`src/rtl/match_event_logger_if.sv`:
```
// Event drain bus of match_event_logger: head timestamp plus valid/ready handshake.
// A transfer happens on a CLK edge where EV_VALID and EV_READY are both 1; EV_VALID
// never depends on EV_READY, and EV_TS is only meaningful while EV_VALID is 1.
interface match_event_logger_if #(
    parameter int TS_W = 16
);
    logic [TS_W-1:0] EV_TS;
    logic            EV_VALID;
    logic            EV_READY;

    modport master (output EV_TS, output EV_VALID, input EV_READY);
    modport slave  (input EV_TS, input EV_VALID, output EV_READY);
endinterface

```
`src/rtl/match_event_logger.sv`:
```
// Timestamps single-cycle MATCH strobes and queues them in a first-word-fall-through FIFO.
// Optional macro MATCH_LOG_CNT_EN adds a saturating MATCH_TOTAL capture counter.
module match_event_logger #(
    parameter int TS_W  = 16,
    parameter int DEPTH = 8,
    parameter int AW    = 3
) (
    input  logic                  CLK,
    input  logic                  RST,
    input  logic                  CLR,
    input  logic                  EN,
    input  logic                  MATCH,
    match_event_logger_if.master  ev,
    output logic [AW:0]           FIFO_CNT,
    output logic                  OVF
`ifdef MATCH_LOG_CNT_EN
    ,
    output logic [15:0]           MATCH_TOTAL
`endif
);
    localparam logic [TS_W-1:0] TS_ONE   = 1;
    localparam logic [AW-1:0]   PTR_ONE  = 1;
    localparam logic [AW:0]     CNT_ONE  = 1;
    localparam logic [AW:0]     CNT_FULL = (AW+1)'(DEPTH);

    logic [TS_W-1:0] ts_q, ts_d;
    logic [AW-1:0]   wr_ptr_q, wr_ptr_d;
    logic [AW-1:0]   rd_ptr_q, rd_ptr_d;
    logic [AW:0]     cnt_q, cnt_d;
    logic            ovf_q, ovf_d;
    logic [TS_W-1:0] mem_q [DEPTH];
    logic [TS_W-1:0] mem_d [DEPTH];

    logic push_req, pop, full, push;

    assign push_req = EN & MATCH;
    assign pop      = (cnt_q != '0) & ev.EV_READY;
    assign full     = (cnt_q == CNT_FULL);
    // A pop in the same edge frees the slot, so a full FIFO can still accept.
    assign push     = push_req & (~full | pop);

    always_comb begin
        ts_d     = ts_q;
        wr_ptr_d = wr_ptr_q;
        rd_ptr_d = rd_ptr_q;
        cnt_d    = cnt_q;
        ovf_d    = ovf_q;
        mem_d    = mem_q;
        if (CLR) begin
            ts_d     = '0;
            wr_ptr_d = '0;
            rd_ptr_d = '0;
            cnt_d    = '0;
            ovf_d    = 1'b0;
        end else begin
            if (EN)
                ts_d = ts_q + TS_ONE;
            if (push) begin
                mem_d[wr_ptr_q] = ts_q;
                wr_ptr_d        = wr_ptr_q + PTR_ONE;
            end
            if (pop)
                rd_ptr_d = rd_ptr_q + PTR_ONE;
            if (push && !pop)
                cnt_d = cnt_q + CNT_ONE;
            else if (pop && !push)
                cnt_d = cnt_q - CNT_ONE;
            if (push_req && full && !pop)
                ovf_d = 1'b1;
        end
    end

    always_ff @(posedge CLK or posedge RST) begin
        if (RST) begin
            ts_q     <= '0;
            wr_ptr_q <= '0;
            rd_ptr_q <= '0;
            cnt_q    <= '0;
            ovf_q    <= 1'b0;
            mem_q    <= '{default: '0};
        end else begin
            ts_q     <= ts_d;
            wr_ptr_q <= wr_ptr_d;
            rd_ptr_q <= rd_ptr_d;
            cnt_q    <= cnt_d;
            ovf_q    <= ovf_d;
            mem_q    <= mem_d;
        end
    end

    assign ev.EV_TS    = mem_q[rd_ptr_q];
    assign ev.EV_VALID = (cnt_q != '0);
    assign FIFO_CNT    = cnt_q;
    assign OVF         = ovf_q;

`ifdef MATCH_LOG_CNT_EN
    logic [15:0] total_q, total_d;

    // Counts every accepted strobe, including those dropped on overflow.
    always_comb begin
        total_d = total_q;
        if (CLR)
            total_d = '0;
        else if (push_req && total_q != 16'hFFFF)
            total_d = total_q + 16'd1;
    end

    always_ff @(posedge CLK or posedge RST) begin
        if (RST)
            total_q <= '0;
        else
            total_q <= total_d;
    end

    assign MATCH_TOTAL = total_q;
`endif
endmodule

```
`src/flat_wrapper.sv`:
```
// flat-port wrapper written by rule: the top's interface ports become plain ports
module match_event_logger_flat 
#(
    parameter int TS_W  = 16,
    parameter int DEPTH = 8,
    parameter int AW    = 3
)
  (CLK, RST, CLR, EN, MATCH, FIFO_CNT, OVF, ev_EV_TS, ev_EV_VALID, ev_EV_READY);
  match_event_logger_if #(.TS_W(TS_W)) ev_i ();
  input  logic CLK;
  input  logic RST;
  input  logic CLR;
  input  logic EN;
  input  logic MATCH;
  output logic [AW:0] FIFO_CNT;
  output logic OVF;
  output wire logic [$bits(ev_i.EV_TS)-1:0] ev_EV_TS;
  output wire logic [$bits(ev_i.EV_VALID)-1:0] ev_EV_VALID;
  input wire logic [$bits(ev_i.EV_READY)-1:0] ev_EV_READY;
  assign ev_EV_TS = ev_i.EV_TS;
  assign ev_EV_VALID = ev_i.EV_VALID;
  assign ev_i.EV_READY = ev_EV_READY;
  match_event_logger #(.TS_W(TS_W), .DEPTH(DEPTH), .AW(AW)) u_core (.CLK(CLK), .RST(RST), .CLR(CLR), .EN(EN), .MATCH(MATCH), .ev(ev_i), .FIFO_CNT(FIFO_CNT), .OVF(OVF));
endmodule
```
`config.mk`:
```
export PLATFORM = sky130hd
export DESIGN_NAME = match_event_logger_flat
export DESIGN_NICKNAME = d
export VERILOG_FILES = /design/src/rtl/match_event_logger_if.sv /design/src/rtl/match_event_logger.sv /design/src/flat_wrapper.sv
export SDC_FILE = /design/constraint.sdc
export NUM_CORES = 1
export LEC_CHECK = 0
export CAP_MARGIN = 10
export CORE_MARGIN = 8
export CORE_UTILIZATION = 60
export CTS_CLUSTER_SIZE = 12
export DETAILED_ROUTE_END_ITERATION = 12
export PLACE_DENSITY_LB_ADDON = 0.1
export SYNTH_ARGS = -nofsm -noshare
export SYNTH_HDL_FRONTEND = slang
export SYNTH_SLANG_ARGS = --single-unit
```
`constraint.sdc`:
```
create_clock -name CLK -period 14.2 [get_ports CLK]
set_clock_uncertainty 0.2 [all_clocks]
set_input_delay 1.42 -clock CLK [delete_from_list [all_inputs] [get_ports CLK]]
set_output_delay 1.42 -clock CLK [all_outputs]
set_load 0.02 [all_outputs]
```
==> flow_summary.yaml, run 1 <==
logic_synthesis:
  synth_top_area_share_pct: 53.2
  ys_ff_latch: 155
  synth_area_um2: 7290
  ys_seq_area_share_pct: 53.2
  synth.avg_cell_area_um2: 14.6
  synthTopCellsByArea: "dfrtp_1, mux2_2, mux4_2"
  synth_edf_count: 0
  yosys-mux-area-fraction_pct: 33.2
  synthTopCellsByCount: "dfrtp_1, mux2_2, mux4_2"
  synth_top_family_by_area: "multiplexers"
  syn_nets: 511
  async_reset_ff_share_pct: 100
  synth_most_common_cell: "dfrtp_1"
  synth_compound_area_share_pct: 2.20
  synth_simple_gate_area_share_pct: 5.61
  synth_largest_area_cell: "dfrtp_1"
  synth_fa_ha_area_share_pct: 1.13
  synth_warnings: 0
  syn_inst: 499
  synthFlopType: "dfrtp_1"
  synth_xor_area_share_pct: 1.80
  ys_types: 47
die:
  design.die.area_um2: 15900
  num_rows: 40
  start_util_pct: 61.0
  core_area_um2: 12000
  die_h_um: 126
  fp.dieW_um: 126
  io_pins: 28
detailed_routing:
  first_pass_iters: 5
  final_antenna_net_count: 0
  drc: 0
  routed_via_density: 6.15
  wirelength_mm: 13.9
  avgRoutedWirePerCell_um: 20.7
  drt_iter0_drc: 261
  via_count: 4111
layout:
  final_util_pct: 68.7
  synthToLayoutAreaGrowth_pct: 12.7
  layout.nets: 520
  drive_gt1_share_pct: 44.1
  diodes: 0
cts:
  cts_setup_buffers: 0
  cts_tree: "done"
  cts_made_buffers: 17
  postCtsHoldBufs: 0
  cts_resized: 0
  cts_root_buf: "clkbuf_16"
  insertion_delay_ns: 0.42
  cts_buffer_depth: 2
  clock-sinks: 155
  ctsHtreeMaxLevel: 4
  cts.clk_slew.worst_paths_ns: 0.06
critical_path:
  worstPathArrival_ns: 2.98
  cp-end-kind: "primary output"
  path_class: "reg2out"
  crit_path_max_fanout: 18
  crit_required_ns: 12.58
  critPathLaunchType: "flip-flop"
timing:
  final-setup-viol-count: 0
  max_slew_margin_pct: 36.9
  worst_pin_slew_ns: 0.947
  fin_crit_sh_pct: 32.4
  maxSlewViolCount: 0
  hold_viol: 0
  fmax_mhz: 218
  tns_ns: 0
  rsz0062_at_grt: "false"
  period_needed_ns: 4.60
placement:
  io_buffers: 27
  gp_congestion: 0.704
  dpl.hpwl_mm: 8.54
grt:
  globalRouteOverflowTotal: 0
  grt_max_degree: 84
  first_global_vias: 4314
  antenna_found_initial: 0
  grt_pass1_wl_mm: 23.3
  grt_usage_pct: 18.9
outcome:
  status: "finished clean"
power_and_ir_drop:
  p_leak_nw: 3.86
  vdd_drop_max_mv: 0.0941
  power_density_nw_per_um2: 133
hold_path:
  hp-class: "reg2reg"
run:
  cap_violations: 0
through the flow:
step           hold WS (ns)  total power (W)  area, um^2  instances  setup WS (ns)
2_1_floorplan         0.274         0.000591        7290        499           8.40
3_3_place_gp          0.282         0.000628        7590        636           9.98
3_5_place_dp          0.287         0.000632        7590        636           9.98
4_1_cts               0.300          0.00111        8220        668           9.52
5_1_grt               0.315          0.00114        8220        668           9.40
6_report              0.299          0.00110        8220        668           9.60
layout by cell type, fill, tap and decap left out, drive strengths merged, types with 5 or more instances in the layout:
cell type / count
nand3: 12
nor3: 5
a21oi: 8
inv: 5
clkdlybuf4s50: 27
mux4: 32
nand2: 12
mux2: 149
xor2: 6
xnor2: 9
clkbuf: 20
dfrtp: 155
nor2: 23
ha: 5
metal layers:
metal  global-route usage (%)  share of wire (%)  vias to the layer above
met5                        0                  0                        -
met4                     6.09               0.96                        0
met3                     5.36                3.8                       10
met2                     29.4                 50                       81
met1                     25.2                 45                     2178
li1                         -                  -                     1842
sequential cells by signal, indices dropped and copies added, names as in the netlist:
name	count
u_core.mem_q	128
u_core.ts_q	16
u_core.FIFO_CNT	4
u_core.rd_ptr_q	3
u_core.wr_ptr_q	3
u_core.OVF	1
worst paths after layout:
kind                                 endpoint          startpoint  cells after the start  slack [ns]
setup / recovery                 ev_EV_TS[15]  u_core.rd_ptr_q[0]                      4        9.60
hold / removal               u_core.mem_q[66]    u_core.mem_q[66]                      1        0.30
setup reg to reg           u_core.FIFO_CNT[3]  u_core.FIFO_CNT[0]                      7       11.55
hold reg to reg              u_core.mem_q[66]    u_core.mem_q[66]                      1        0.30
max in group asynchronous    u_core.mem_q[35]                 RST                      3       11.08
min in group asynchronous    u_core.mem_q[34]                 RST                      2        1.32
kinds of logic after synthesis:
kind of cell               count (synthesis)
muxes                                    183
DFF                                      155
and+or+nand+nor                           74
buffers and inverters                     46
AOI/OAI and AO/OA                         20
xor gates and xnor gates                  15
adders and majority gates                  6
worst max-delay path: stages, from the launching register on:
cell and delay, ns:
dfrtp_2 0.73, buf_4 0.45, mux4_2 0.55, mux2_2 0.27
clkdlybuf4s50_1 0.54
final cells by class:
cell class	count	area, um^2
flip-flops and latches	155	3880
fillers	844	3740
multi-input cells	298	3200
clock buffers	20	457
repair buffers	31	300
well taps	147	184
clock inverters	12	170
inverters	5	23.8
power by group:
part	total, W	internal [W]	switching (W)
registers	0.000482	0.000452	0.0000294
logic	0.000140	0.0000679	0.0000723
clock network	0.000474	0.000302	0.000172
Note: power is estimated with default switching activity, not from simulation.
==> run 2: changes to the inputs <==
Clock period 14.2 ns to 4.43 ns, I/O delays scaled along.
==> flow_summary.yaml, run 2 (same netlist as run 1, synthesis figures left out) <==
outcome:
  status: "finished clean"
grt:
  grt_max_degree: 88
  globalRouteOverflowTotal: 0
  grt_usage_pct: 19.9
  antenna_found_initial: 0
  first_global_vias: 4484
  grt_pass1_wl_mm: 24.2
timing:
  rsz0062_at_grt: "false"
  period_needed_ns: 3.55
  max_slew_margin_pct: 30.5
  fmax_mhz: 282
  maxSlewViolCount: 0
  final-setup-viol-count: 0
  hold_viol: 0
  fin_crit_sh_pct: 80.1
  holdWs_ns: 0.0951
  tns_ns: 0
  worst_pin_slew_ns: 1.04
die:
  design.die.area_um2: 15900
  die_h_um: 126
  num_rows: 40
  fp.dieW_um: 126
  start_util_pct: 61.0
  core_area_um2: 12000
  io_pins: 28
detailed_routing:
  wirelength_mm: 14.7
  via_count: 4153
  routed_via_density: 6.21
  avgRoutedWirePerCell_um: 21.9
  drc: 0
  first_pass_iters: 4
  drt_iter0_drc: 310
  final_antenna_net_count: 0
critical_path:
  cp-end-kind: "primary output"
  path_cells: "buf_4 -> mux4_2 -> mux2_2 -> clkdlybuf4s50_1"
  path_class: "reg2out"
  max_stage_delay_ns: 0.83
  critPathLaunchType: "flip-flop"
  cp.depth: 4
  critPathBufInv: 2
  crit_family: "buffers and inverters"
  rr_worst_depth: 7
  crit_path_max_fanout: 20
  crit_required_ns: 3.79
  worst_path_max_delay_cell: "dfrtp_1"
  worstPathArrival_ns: 2.90
cts:
  cts_buffer_depth: 2
  cts_setup_buffers: 0
  cts_made_buffers: 17
  cts_root_buf: "clkbuf_16"
  postCtsHoldBufs: 0
  clock-sinks: 155
  insertion_delay_ns: 0.43
  cts_resized: 0
  cts_tree: "done"
  ctsHtreeMaxLevel: 4
  cts.clk_slew.worst_paths_ns: 0.06
run:
  cap_violations: 0
layout:
  layout_commonest_cell: "dfrtp_1"
  top_register: "u_core.mem_q"
  diodes: 0
  layout.nets: 522
  synthToLayoutAreaGrowth_pct: 12.5
  n_fill_cell: 832
  final_util_pct: 68.6
  multi_input_area_um2: 3200
  layout_common_cells: "dfrtp_1, mux2_2, mux4_2"
  fin_cells: 669
  largest_register_ffs: 128
  drive_gt1_share_pct: 44.1
  seqCellArea_um2: 3880
placement:
  gp_congestion: 0.723
  placedCellCount: 638
  dpl.hpwl_mm: 8.65
  io_buffers: 27
power_and_ir_drop:
  power_density_nw_per_um2: 420
  p_leak_nw: 3.86
  p_total_w: 0.00345
  vdd_drop_max_mv: 0.376
hold_path:
  hp-class: "in2async"
run 2: final cells by class:
| cell class | count | area share, % |
|---|---|---|
| Clock buffer | 24 | 6.11 |
| Tap cell | 147 | 2.24 |
| Inverter | 5 | 0.274 |
| Multi-Input combinational cell | 298 | 39.0 |
| Sequential cell | 155 | 47.3 |
| Clock inverter | 7 | 1.07 |
| Timing Repair Buffer | 33 | 4.00 |
run 2: path summary, 6_finish.rpt:
check	from	end	slack [ns]
worst max register to register	u_core.FIFO_CNT[0]	u_core.FIFO_CNT[3]	1.81
max in group asynchronous	RST	u_core.mem_q[43]	2.91
worst min register to register	u_core.mem_q[93]	u_core.mem_q[93]	0.30
worst min-delay path	RST	u_core.mem_q[98]	0.1
min in group CLK	u_core.mem_q[93]	u_core.mem_q[93]	0.30
worst max-delay path	u_core.rd_ptr_q[1]	ev_EV_TS[6]	0.88
run 2: per-layer routing:
layer  track usage, %  wire length (um)  vias to the layer above
met5                0                 0                        -
met4             6.65               145                        0
met3             5.36               717                       15
met2             31.4              7280                       87
met1             26.2              6520                     2210
li1                 -                 -                     1841
run 2: per-stage QoR:
stage               area [um^2]  worst slack, ns
floorplan                  7300             1.83
global placement           7620             1.31
detailed placement         7620             1.22
CTS                        8210            0.846
global route               8210            0.717
finish                     8210            0.882
run 2: power by group:
group / leakage (nW) / internal (W) / switching, W
sequential: 2.15 / 0.00145 / 0.0000936
clock: 0.292 / 0.000897 / 0.000541
combinational: 1.41 / 0.000225 / 0.000241
total: 3.86 / 0.00257 / 0.000876
run 2: worst reg2reg max path, stage by stage, from the launching register on:
cell,delay [ns]
dfrtp_1,0.47
o31a_2,0.38
a211o_1,0.32
ha_1,0.34
nand3_1,0.15
a211o_1,0.31
a32oi_1,0.22
a21oi_1,0.09
